--- src/rtl/rrat.sv ---
`default_nettype none
// +-----------------------------------------------------------------------------+
// | rrat: retirement register alias table with free-preg release and recovery   |
// | Rev 1.0                                                                     |
// +-----------------------------------------------------------------------------+
module rrat #(
  parameter int PRF_SIZE = 64,
  parameter int PRF_LEN  = $clog2(PRF_SIZE)
) (
  input  logic                    clock,
  input  logic                    reset,
  input  logic                    commit_valid,
  input  logic [4:0]              rob_commit_dest_areg_idx,
  input  logic [PRF_LEN-1:0]      rob_commit_dest_preg_idx,
  input  logic                    mis_pred_is_head,
  output logic                    rrat_free_valid,
  output logic [PRF_LEN-1:0]      rrat_free_preg_idx,
  output logic                    rrat_recover_valid,
  output logic [32*PRF_LEN-1:0]   rrat_map,
  output logic [PRF_SIZE-1:0]     rrat_free_vector
);

  typedef enum logic [0:0] {
    IDLE    = 1'b0,
    RECOVER = 1'b1
  } state_t;

  // Architectural regs 0..31 start mapped to pregs 0..31; the rest are free.
  localparam logic [PRF_SIZE-1:0] C_FREE_RESET = {{(PRF_SIZE-32){1'b1}}, 32'b0};

  state_t                r_state;
  state_t                w_state_next;
  logic [PRF_LEN-1:0]    r_map [32];
  logic [PRF_SIZE-1:0]   r_free_vec;
  logic                  r_free_valid;
  logic [PRF_LEN-1:0]    r_free_preg_idx;
  logic [PRF_LEN-1:0]    w_old;
  logic                  w_accept;

  assign w_old    = r_map[rob_commit_dest_areg_idx];
  // x0 never remaps, and a redundant commit must not free a still-live preg.
  assign w_accept = commit_valid && (r_state == IDLE) &&
                    (rob_commit_dest_areg_idx != 5'd0) &&
                    (rob_commit_dest_preg_idx != w_old);

  always_comb begin
    w_state_next = r_state;
    case (r_state)
      IDLE:    if (mis_pred_is_head) w_state_next = RECOVER;
      RECOVER: w_state_next = IDLE;
      default: w_state_next = IDLE;
    endcase
  end

  always_ff @(posedge clock) begin
    if (reset) begin
      r_state <= IDLE;
    end else begin
      r_state <= w_state_next;
    end
  end

  always_ff @(posedge clock) begin
    if (reset) begin
      for (int i = 0; i < 32; i++) begin
        r_map[i] <= PRF_LEN'(i);
      end
      r_free_vec      <= C_FREE_RESET;
      r_free_valid    <= 1'b0;
      r_free_preg_idx <= '0;
    end else begin
      r_free_valid <= w_accept;
      if (w_accept) begin
        r_map[rob_commit_dest_areg_idx]      <= rob_commit_dest_preg_idx;
        r_free_vec[rob_commit_dest_preg_idx] <= 1'b0;
        r_free_vec[w_old]                    <= 1'b1;
        r_free_preg_idx                      <= w_old;
      end
    end
  end

  generate
    for (genvar gi = 0; gi < 32; gi++) begin : g_map
      assign rrat_map[gi*PRF_LEN +: PRF_LEN] = r_map[gi];
    end
  endgenerate

  assign rrat_free_vector   = r_free_vec;
  assign rrat_free_valid    = r_free_valid;
  assign rrat_free_preg_idx = r_free_preg_idx;
  assign rrat_recover_valid = (r_state == RECOVER);

endmodule
`default_nettype wire
--- config.mk ---
export PLATFORM = sky130hd
export DESIGN_NAME = rrat
export DESIGN_NICKNAME = d
export VERILOG_FILES = /design/src/rtl/rrat.sv
export SDC_FILE = /design/constraint.sdc
export NUM_CORES = 1
export LEC_CHECK = 0
export ABC_CLOCK_PERIOD_IN_PS = 4600
export BUFFER_PORTS_ARGS = -buffer_cell sky130_fd_sc_hd__clkbuf_2
export CAP_MARGIN = 20
export CORE_ASPECT_RATIO = 0.5
export CORE_MARGIN = 4
export CORE_UTILIZATION = 25
export CTS_CLUSTER_DIAMETER = 100
export DETAILED_ROUTE_END_ITERATION = 12
export SYNTH_ARGS = -nofsm -noshare
export SYNTH_HDL_FRONTEND = slang
export SYNTH_SLANG_ARGS = --single-unit
--- constraint.sdc ---
create_clock -name clock -period 4.6 [get_ports clock]
set_clock_uncertainty 0.2 [all_clocks]
set_input_delay 0 -clock clock [delete_from_list [all_inputs] [get_ports clock]]
set_output_delay 0 -clock clock [all_outputs]
set_load 0.05 [all_outputs]
==> results of run 1 <==
-- cell usage in the layout (no fill, tap or decap), types with 8 or more instances in the layout --
master,n
a31o_2,29
buf_4,52
a21oi_1,12
nand3_1,67
and3_1,14
clkbuf_2,278
o22ai_1,48
o211ai_1,21
edfxtp_1,192
a221o_1,28
nand2_1,130
nor2_1,136
mux2i_1,96
o31ai_1,13
clkbuf_16,29
dfxtp_1,72
clkbuf_1,8
nor3_1,31
nor4_1,14
-- per-layer routing --
layer,GRT usage,vias to the layer above,share of wire
met3,0.0365,184,0.079
met1,0.204,5325,0.33
li1,-,4675,-
met4,0.108,0,0.066
met2,0.354,601,0.52
met5,0,-,0
-- sequential cells by signal (all words and copies together), names as in the netlist --
signal / count
r_map: 192
rrat_free_preg_idx: 6
rrat_free_valid: 1
rrat_free_vector: 64
rrat_recover_valid: 1
-- worst max-delay path by stage --
stage / end / depth (start not counted) / slack, ps / startpoint
floorplan: r_map[1][0] / 10 / 860 / r_map[10][0]
global placement: r_map[26][4] / 11 / 670 / rob_commit_dest_areg_idx[1]
detailed placement: r_map[27][4] / 11 / 630 / rob_commit_dest_areg_idx[1]
CTS: r_map[27][4] / 9 / 890 / r_map[6][0]
global route: r_map[27][4] / 9 / 690 / r_map[6][0]
finish: r_map[27][4] / 9 / 830 / r_map[6][0]
-- cell type report --
type | instances | area [um^2] | share of cell area
Timing Repair Buffer | 338 | 1870 | 0.122
Sequential cell | 264 | 7210 | 0.469
Inverter | 7 | 26.3 | 0.00171
Tap cell | 649 | 812 | 0.0528
Clock buffer | 42 | 810 | 0.0527
Multi-Input combinational cell | 734 | 4550 | 0.296
Clock inverter | 10 | 100 | 0.00651
-- metrics by stage --
step	std cells	cell area, um^2	hold slack (ps)	utilization	total power [mW]
CTS	2044	15400	31.9	0.317	5.80
finish	2044	15400	71.1	0.317	5.79
global route	2044	15400	63.6	0.317	5.94
floorplan	1101	12300	-33.4	-	3.26
global placement	1984	14400	53.3	0.297	3.56
detailed placement	1985	14400	53.5	0.297	3.56
-- cells by family after synthesis --
kind of cell           count (synthesis)
AND/OR/NAND/NOR                      446
flip-flops                           264
AO/OA/AOI/OAI                        186
buffers and inverters                103
multiplexers                          96
other                                  1
-- critical path: stages (launching register included) --
cell      delay, ps
edfxtp_1        420
mux2i_1         190
o22ai_1         100
or4_1           760
or3_1           380
and4b_1         230
nand3_2         130
buf_4           420
and3_1          510
nand2_1         120
-- report_power, final --
group          switching, mW  internal, mW
Clock                  0.942          1.33
Combinational          0.669         0.190
Sequential            0.0531          2.61
Total                   1.66          4.13
==> metrics.yaml, run 1 <==
status:
  status: "complete, no violations"
yosys:
  synth_mux_area_frac: 0.0784
  synthFlopType: "edfxtp_1"
  ys_seq_area_frac: 0.588
  syn_area_per_cell_um2: 11.2
  synth_common_cells: "192 x edfxtp_1, 136 x nor2_1, 130 x nand2_1"
  synth_compound_area_frac: 0.118
  synth_top_family_by_area: "simple AND/OR/NAND/NOR gates"
  synth_cell_types: 55
  yosys.area_share.simple: 0.173
  synth-edff-count: 192
  netlist.area_leader.share: 0.470
  synth_most_common_cell: "edfxtp_1"
  synth-xor-area-share: 0
  async_reset_ff_frac: 0
  synth.area.top_cells: "edfxtp_1 47%, dfxtp_1 12%, mux2i_1 7.8%, nor2_1 4.2%, nand2_1 4.0%"
  synth_area_um2: 12300
  ys.warnings.count: 0
  synth-adder-area-share: 0
  synth_top_area_cell: "edfxtp_1"
  synth-seq-cells: 264
  synth_cells: 1096
die:
  die_h_um: 165
  coreArea_um2: 48500
  rows: 57
  start_util: 0.253
  die-area_um2: 52800
  io_pins: 279
  die_x_um: 321
clocking:
  cts-htree-levels: 1
  cts-root-buf: "clkbuf_16"
  cts_made_buffers: 28
  clkTransAtPathRegs_ps: 70
  insertion_delay_ps: 550
  clockBufferDepth: 3
  post_cts_buffers: 0
  cts_hold_buf: 7
  cts_resized: 0
  cts_tree: "yes"
  cts_sinks: 264
detailed_routing:
  drt-pass1-iter-count: 6
  dr_total_vias: 10800
  drt-total-wl_mm: 52.8
  viasPerCell: 5.28
  wl_per_cell_um: 25.8
  ant_nets: 0
  drtIter0Drc: 1188
  drc_errors: 0
setup_path:
  required_ps: 4660
  worstPathArrival_ps: 3830
  cp_max_fo: 45
  cp-end-kind: "register"
  worstRegToRegCells: 9
  rr_startpoint: "r_map[6][0]"
  start_kind: "register"
  regToRegSetupSlack_ps: 830
  reg2reg_to: "r_map[27][4]"
  critical_path_class: "register to register"
sta:
  fin_ws_ps: 834
  hold_viol: 0
  layout_min_cycle_time_ps: 3770
  setup_violations: 0
  slew_violations: 0
  setup_tns_ps: 0
  rsz0062_at_grt: "false"
  max_freq_mhz: 266
  fin_crit_sh: 0.819
  relSlewSlack: 0.214
  worst_pin_slew_ps: 1170
placement:
  pre_cts_ws_ps: 625
  dp_hpwl_mm: 39.2
  place_congestion: 0.965
  numPortBuffers: 278
global_routing:
  grt_max_degree: 53
  grt_overflow_total: 0
  grt_pass1_wl_mm: 73.8
  antenna_found_initial: 0
  grt_use_total: 0.190
  grt_pass1_vias: 10600
worst_hold_path:
  hp-class: "primary input to register"
  hold_depth: 3
  hold_end: "r_map[12][2]"
  hp-start: "rob_commit_dest_areg_idx[0]"
final_layout:
  area_growth_pct: 25.4
  nNetsFinal: 1388
  drive_gt1_frac: 0.300
  nFillCells: 4962
  n_antenna_cell: 0
power:
  ir_drop_uv: 298
  cellPowerDensity_nw_per_um2: 377
  p_leak_nw: 5.64
job:
  maxCapViolations: 0
(Power assumes the default switching activity.)
==> run 2, diff against run 1 <==
Settings changed: ABC_CLOCK_PERIOD_IN_PS 4600 to 3100.
Clock period 4.6 ns to 3.1 ns, I/O delays scaled along.
==> run 2 against run 1 <==
- the run now ends with setup timing left
- register-to-register slack got worse by 980 ps
- worst hold slack got worse by 58 ps
- first-iteration DRC count increased by 19%
- count of clock-buffer cells in the layout decreased by 10
- maximum frequency increased by 16%
- largest cell class unchanged
- total power increased by 58%
- global-route usage increased by 1.4 points
- cell count increased by 18%
- combinational power increased by 110%
- critical path depth increased by 1
==> metrics.yaml, run 2 (synthesized netlist as in run 1, its figures left out) <==
status:
  status: "finished with violations"
  violations: "setup timing"
detailed_routing:
  dr_total_vias: 12400  # +15%
  drc_errors: 0  # unchanged
  wl_per_cell_um: 23.8  # -7.9%
  drt-pass1-iter-count: 5  # -1
  drtIter0Drc: 1414  # +19%
  drt-total-wl_mm: 57.2  # +8.3%
  viasPerCell: 5.14  # -2.5%
  ant_nets: 0  # unchanged
global_routing:
  grt_use_total: 0.204  # +0.0138
  grt_max_degree: 38  # -28%
  grt_pass1_wl_mm: 79.9  # +8.2%
  grt_pass1_vias: 12100  # +14%
  grt_overflow_total: 0  # unchanged
  antenna_found_initial: 0  # unchanged
clocking:
  cts_tree: "yes"
  cts-htree-levels: 1  # unchanged
  cts_made_buffers: 27  # -3.6%
  cts_sinks: 264  # unchanged
  clockBufferDepth: 3  # unchanged
  insertion_delay_ps: 560  # about the same
  clkTransAtPathRegs_ps: 60  # about the same
  cts-root-buf: "clkbuf_16"
die:
  die_h_um: 165  # unchanged
  die-area_um2: 52800  # unchanged
  coreArea_um2: 48500  # unchanged
  rows: 57  # unchanged
  io_pins: 279  # unchanged
  die_x_um: 321  # unchanged
  start_util: 0.253  # unchanged
setup_path:
  crit_path_max_incr_delay_ps: 540  # -220 ps
  required_ps: 3150  # -1510 ps
  cp-end-kind: "register"
  cp_max_fo: 7  # -84%
  worstPathArrival_ps: 3300  # -530 ps
  crit_family: "simple AND/OR/NAND/NOR gates"
  crit_path_cell_trace: "mux2i_2 > o22ai_2 > or4_4 > or3_1 > and4b_1 > and3_4 > nor2_4 > buf_6 > buf_12 > a31o_4"
  critical_path_class: "register to register"
  start_kind: "register"
  cp_slowest_cell: "or4_4"
  critical_path_buf_inv_count: 2  # +1
sta:
  setup_violations: 235  # +235
  layout_min_cycle_time_ps: 3250  # -521 ps
  slew_violations: 0  # unchanged
  relSlewSlack: 0.278  # +0.0641
  rsz0062_at_grt: "true"
  fin_ws_ps: -145  # -979 ps
  setup_tns_ps: -20720  # -20,720 ps
  hold_viol: 0  # unchanged
  worst_pin_slew_ps: 1070  # -95.4 ps
  max_freq_mhz: 308  # +16%
  fin_crit_sh: 1.05  # +0.228
  hold_ws_ps: 12.8  # -58.3 ps
worst_hold_path:
  hp-class: "primary input to register"
final_layout:
  layout_commonest_cell: "buf_4"
  final_core_util: 0.400  # +0.0826
  n_antenna_cell: 0  # unchanged
  final_cell_mix: "375 x buf_4, 275 x clkbuf_2, 192 x edfxtp_1"
  drive_gt1_frac: 0.489  # +0.190
  area_growth_pct: 58.1
  nNetsFinal: 1748  # +26%
  largest_reg_flops: 192  # unchanged
  largest-register: "r_map"
placement:
  numPortBuffers: 278  # unchanged
  dp_hpwl_mm: 42.3  # +8.1%
  pre_cts_ws_ps: -936  # -1560 ps
  place_congestion: 1.00  # +3.7%
power:
  net-switching-power_mw: 2.62  # +58%
  ir_drop_uv: 391  # +31%
  power.share.clock: 0.371  # -0.020
  p_leak_nw: 7.60  # +35%
  switching_share: 0.288  # +0.000339
  cell_internal_pwr_mw: 6.50  # +57%
  p_comb_frac: 0.195  # +0.047
  cellPowerDensity_nw_per_um2: 471  # +25%
  p_seq_frac: 0.434  # -0.026
  power_mw: 9.13  # +58%
job:
  maxCapViolations: 0  # unchanged
-- run 2: timing repair --
item / in CTS / in global routing
setup endpoints to repair: 442 / 418
pin swaps: 18 / 36
endpoints found under the hold margin: 92 / 0
gates cloned: 5 / 4
buffers inserted: 23 / 20
hold buffers: 9 / 0
gates resized for setup: 54 / 84
-- run 2: final cells by class --
class                           instances  area, um^2
Fill cell                            4691       29100
Clock buffer                           32         716
Timing Repair Buffer                  698        5000
Sequential cell                       264        7210
Timing Repair inverter                  1        7.51
Tap cell                              649         812
Inverter                                7        30.0
Multi-Input combinational cell        734        5410
Clock inverter                         17         189
-- run 2: per-layer routing --
| metal | share of wire | global-route usage | wire (um) |
|---|---|---|---|
| met5 | 0 | 0 | 0 |
| met4 | 0.046 | 0.0780 | 2650 |
| met3 | 0.088 | 0.0355 | 5040 |
| met2 | 0.52 | 0.374 | 29500 |
| met1 | 0.35 | 0.241 | 20000 |
-- run 2: final timing paths --
check	slack, ps	from	endpoint	depth (start not counted)
worst max-delay path	-150	r_map[29][0]	r_map[21][0]	10
worst min-delay path	10	rob_commit_dest_areg_idx[3]	r_map[1][0]	5
worst max register to register	-150	r_map[29][0]	r_map[21][0]	10
worst min register to register	260	rrat_free_vector[53]	rrat_free_vector[53]	1
-- run 2: through the flow --
stage	cells	cell area, um^2
6_report	2402	19400
5_1_grt	2402	19400
4_1_cts	2380	18800
3_5_place_dp	2295	17200
3_3_place_gp	2294	17200
2_1_floorplan	1101	12700
-- run 2: worst min-delay path: stages --
cell and delay [ps]:
buf_2 220, buf_4 170, nor3_1 50, buf_4 160
nand3_1 70
-- run 2: power groups by stage --
stage                     clock network [mW]  registers (mW)  logic (mW)
after detailed placement                   0            4.03        1.56
after floorplan                            0            4.35       0.549
after global routing                    3.53            3.97        1.84
final                                   3.39            3.96        1.78
after CTS                               3.39            3.96        1.67
after global placement                     0            4.03        1.55
==> run 3, diff against run 2 <==
Settings changed: ABC_CLOCK_PERIOD_IN_PS 3100 to not set, REMOVE_ABC_BUFFERS set to 1.
==> run 3 against run 2 <==
- the flow still finishes with violations (setup timing)
- routed wire length shrank 2.7%
- sequential share of layout area up 1.5 points
- maximum frequency rose by 1.5%
- count of clock-buffer cells in the layout is 1 lower
- sequential power hardly changed
- via count decreased by 2.4%
==> metrics.yaml, run 3 (synthesized netlist as in run 1, its figures left out) <==
status:
  status: "finished with violations"
  violations: "setup timing"
final_layout:
  n_antenna_cell: 0  # unchanged
  finish.instance_area_um2: 18600  # -4.0%
  largest-register: "r_map"
  final_core_util: 0.384  # -0.0158
  nFillCells: 4743  # +1.1%
  multi_input_area_um2: 5200  # -3.9%
  drive_gt1_frac: 0.452  # -0.0372
  nNetsFinal: 1690  # -3.3%
  final_cell_mix: "314 x buf_4, 276 x clkbuf_2, 192 x edfxtp_1"
  layout_commonest_cell: "buf_4"
  largest_reg_flops: 192  # unchanged
  area_growth_pct: 51.9
  area.sequential_um2: 7210  # unchanged
setup_path:
  crit_path_max_incr_delay_ps: 450  # -90 ps
  cp-end-kind: "register"
  crit_path_cell_trace: "mux2i_1 > o22ai_1 > nor4_1 > buf_4 > a21oi_1 > and4b_2 > and3_4 > buf_12 > buf_6 > nor2_4 > a221o_1"
  cp_max_fo: 7  # unchanged
  cp_slowest_cell: "nor4_1"
  worstPathArrival_ps: 3440  # +140 ps
  critical_path_class: "register to register"
  crit_family: "simple AND/OR/NAND/NOR gates"
  required_ps: 3340  # +190 ps
  start_kind: "register"
  critical_path_buf_inv_count: 3  # +1
clocking:
  insertion_delay_ps: 550  # about the same
  cts_sinks: 264  # unchanged
  cts_made_buffers: 28  # +3.7%
  cts_tree: "yes"
  clkTransAtPathRegs_ps: 60  # about the same
  cts-root-buf: "clkbuf_16"
  cts-htree-levels: 1  # unchanged
  clockBufferDepth: 3  # unchanged
die:
  coreArea_um2: 48500  # unchanged
  die-area_um2: 52800  # unchanged
  die_x_um: 321  # unchanged
  start_util: 0.253  # unchanged
  rows: 57  # unchanged
  io_pins: 279  # unchanged
  die_h_um: 165  # unchanged
global_routing:
  grt_use_total: 0.197  # -0.00714
  grt_max_degree: 55  # +45%
  grt_pass1_wl_mm: 77.1  # -3.5%
  antenna_found_initial: 1  # +1
  grt_overflow_total: 0  # unchanged
  grt_pass1_vias: 11500  # -4.5%
power:
  p_leak_nw: 7.29  # -4.1%
  ir_drop_uv: 391  # about the same
  cellPowerDensity_nw_per_um2: 480  # +1.8%
sta:
  hold_viol: 0  # unchanged
  worst_pin_slew_ps: 1130  # +57.1 ps
  hold_ws_ps: 43.6  # +30.8 ps
  fin_crit_sh: 1.03  # -0.0150
  setup_tns_ps: -11830  # +8890 ps
  fin_ws_ps: -98.5  # +46.6 ps
  layout_min_cycle_time_ps: 3200  # -46.6 ps
  relSlewSlack: 0.240  # -0.0384
  rsz0062_at_grt: "true"
  max_freq_mhz: 313  # +1.5%
  slew_violations: 0  # unchanged
  setup_violations: 216  # -8.1%
detailed_routing:
  drc_errors: 0  # unchanged
  viasPerCell: 5.14  # about the same
  ant_nets: 0  # unchanged
  drtIter0Drc: 1464  # +3.5%
  wl_per_cell_um: 23.7  # -0.36%
  dr_total_vias: 12100  # -2.4%
  drt-pass1-iter-count: 5  # unchanged
  drt-total-wl_mm: 55.6  # -2.7%
job:
  maxCapViolations: 0  # unchanged
placement:
  pre_cts_ws_ps: -910  # +25.9 ps
  numPortBuffers: 278  # unchanged
  dp_hpwl_mm: 41.2  # -2.7%
  place_area_um2: 16500  # -4.2%
  place_congestion: 0.958  # -4.2%
worst_hold_path:
  hp-class: "primary input to register"
run 3: changes by cell type in the layout (fill, tap and decap cells not counted), moves of 7 or more:
cell | before | now
o22ai_1 | 37 | 44
mux2i_2 | 22 | 13
mux2i_1 | 60 | 81
o22ai_2 | 11 | 3
mux2i_4 | 14 | 2
buf_4 | 375 | 314
run 3: worst paths after layout:
check / from / end / slack (ps) / cells after the start
min: rob_commit_dest_areg_idx[3] / r_map[17][4] / 40 / 5
max: r_map[14][1] / rrat_free_vector[43] / -100 / 11
min reg2reg: rrat_free_vector[28] / rrat_free_vector[28] / 280 / 1
max reg2reg: r_map[14][1] / rrat_free_vector[43] / -100 / 11
run 3: layer usage:
metal  wire [um]  vias up  track usage
met2       28400      657        0.360
li1            -     5285            -
met5          13        -            0
met4        2620        2       0.0796
met3        4990      153       0.0344
met1       19500     5959        0.231
run 3: layout make-up:
cell class,instances,area share
timing repair buffer,636,0.241
clock inverter,20,0.00787
clock buffer,31,0.0394
timing repair inverter,1,0.000403
multi-input combinational,737,0.279
tap,649,0.0436
inverter,7,0.00161
sequential,264,0.387
run 3: what timing repair did:
item	4_1_cts	5_1_grt
endpoints found under the setup margin	443	439
pin swaps	23	12
setup buffers	11	7
gates cloned	3	7
endpoints found under the hold margin	143	0
hold buffers	12	0
resized for setup	71	59
run 3: worst reg2reg max path, stage by stage, from the launching register on:
cell	delay, ps
edfxtp_1	420
mux2i_1	290
o22ai_1	170
nor4_1	450
buf_4	210
a21oi_1	60
and4b_2	330
and3_4	260
buf_12	160
buf_6	140
nor2_4	50
a221o_1	350
run 3: metrics by stage:
step	cells	power, mW
after global placement	2252	5.51
final	2345	8.93
after global routing	2345	9.15
after detailed placement	2252	5.51
after CTS	2329	8.84
after floorplan	1005	4.74
run 3: power breakdown:
group	switching [mW]	leakage [nW]	internal [mW]	total, mW
Clock	1.41	0.436	1.86	3.27
Combinational	1.11	4.56	0.593	1.71
Sequential	0.0754	2.30	3.88	3.95
Total	2.60	7.29	6.33	8.93
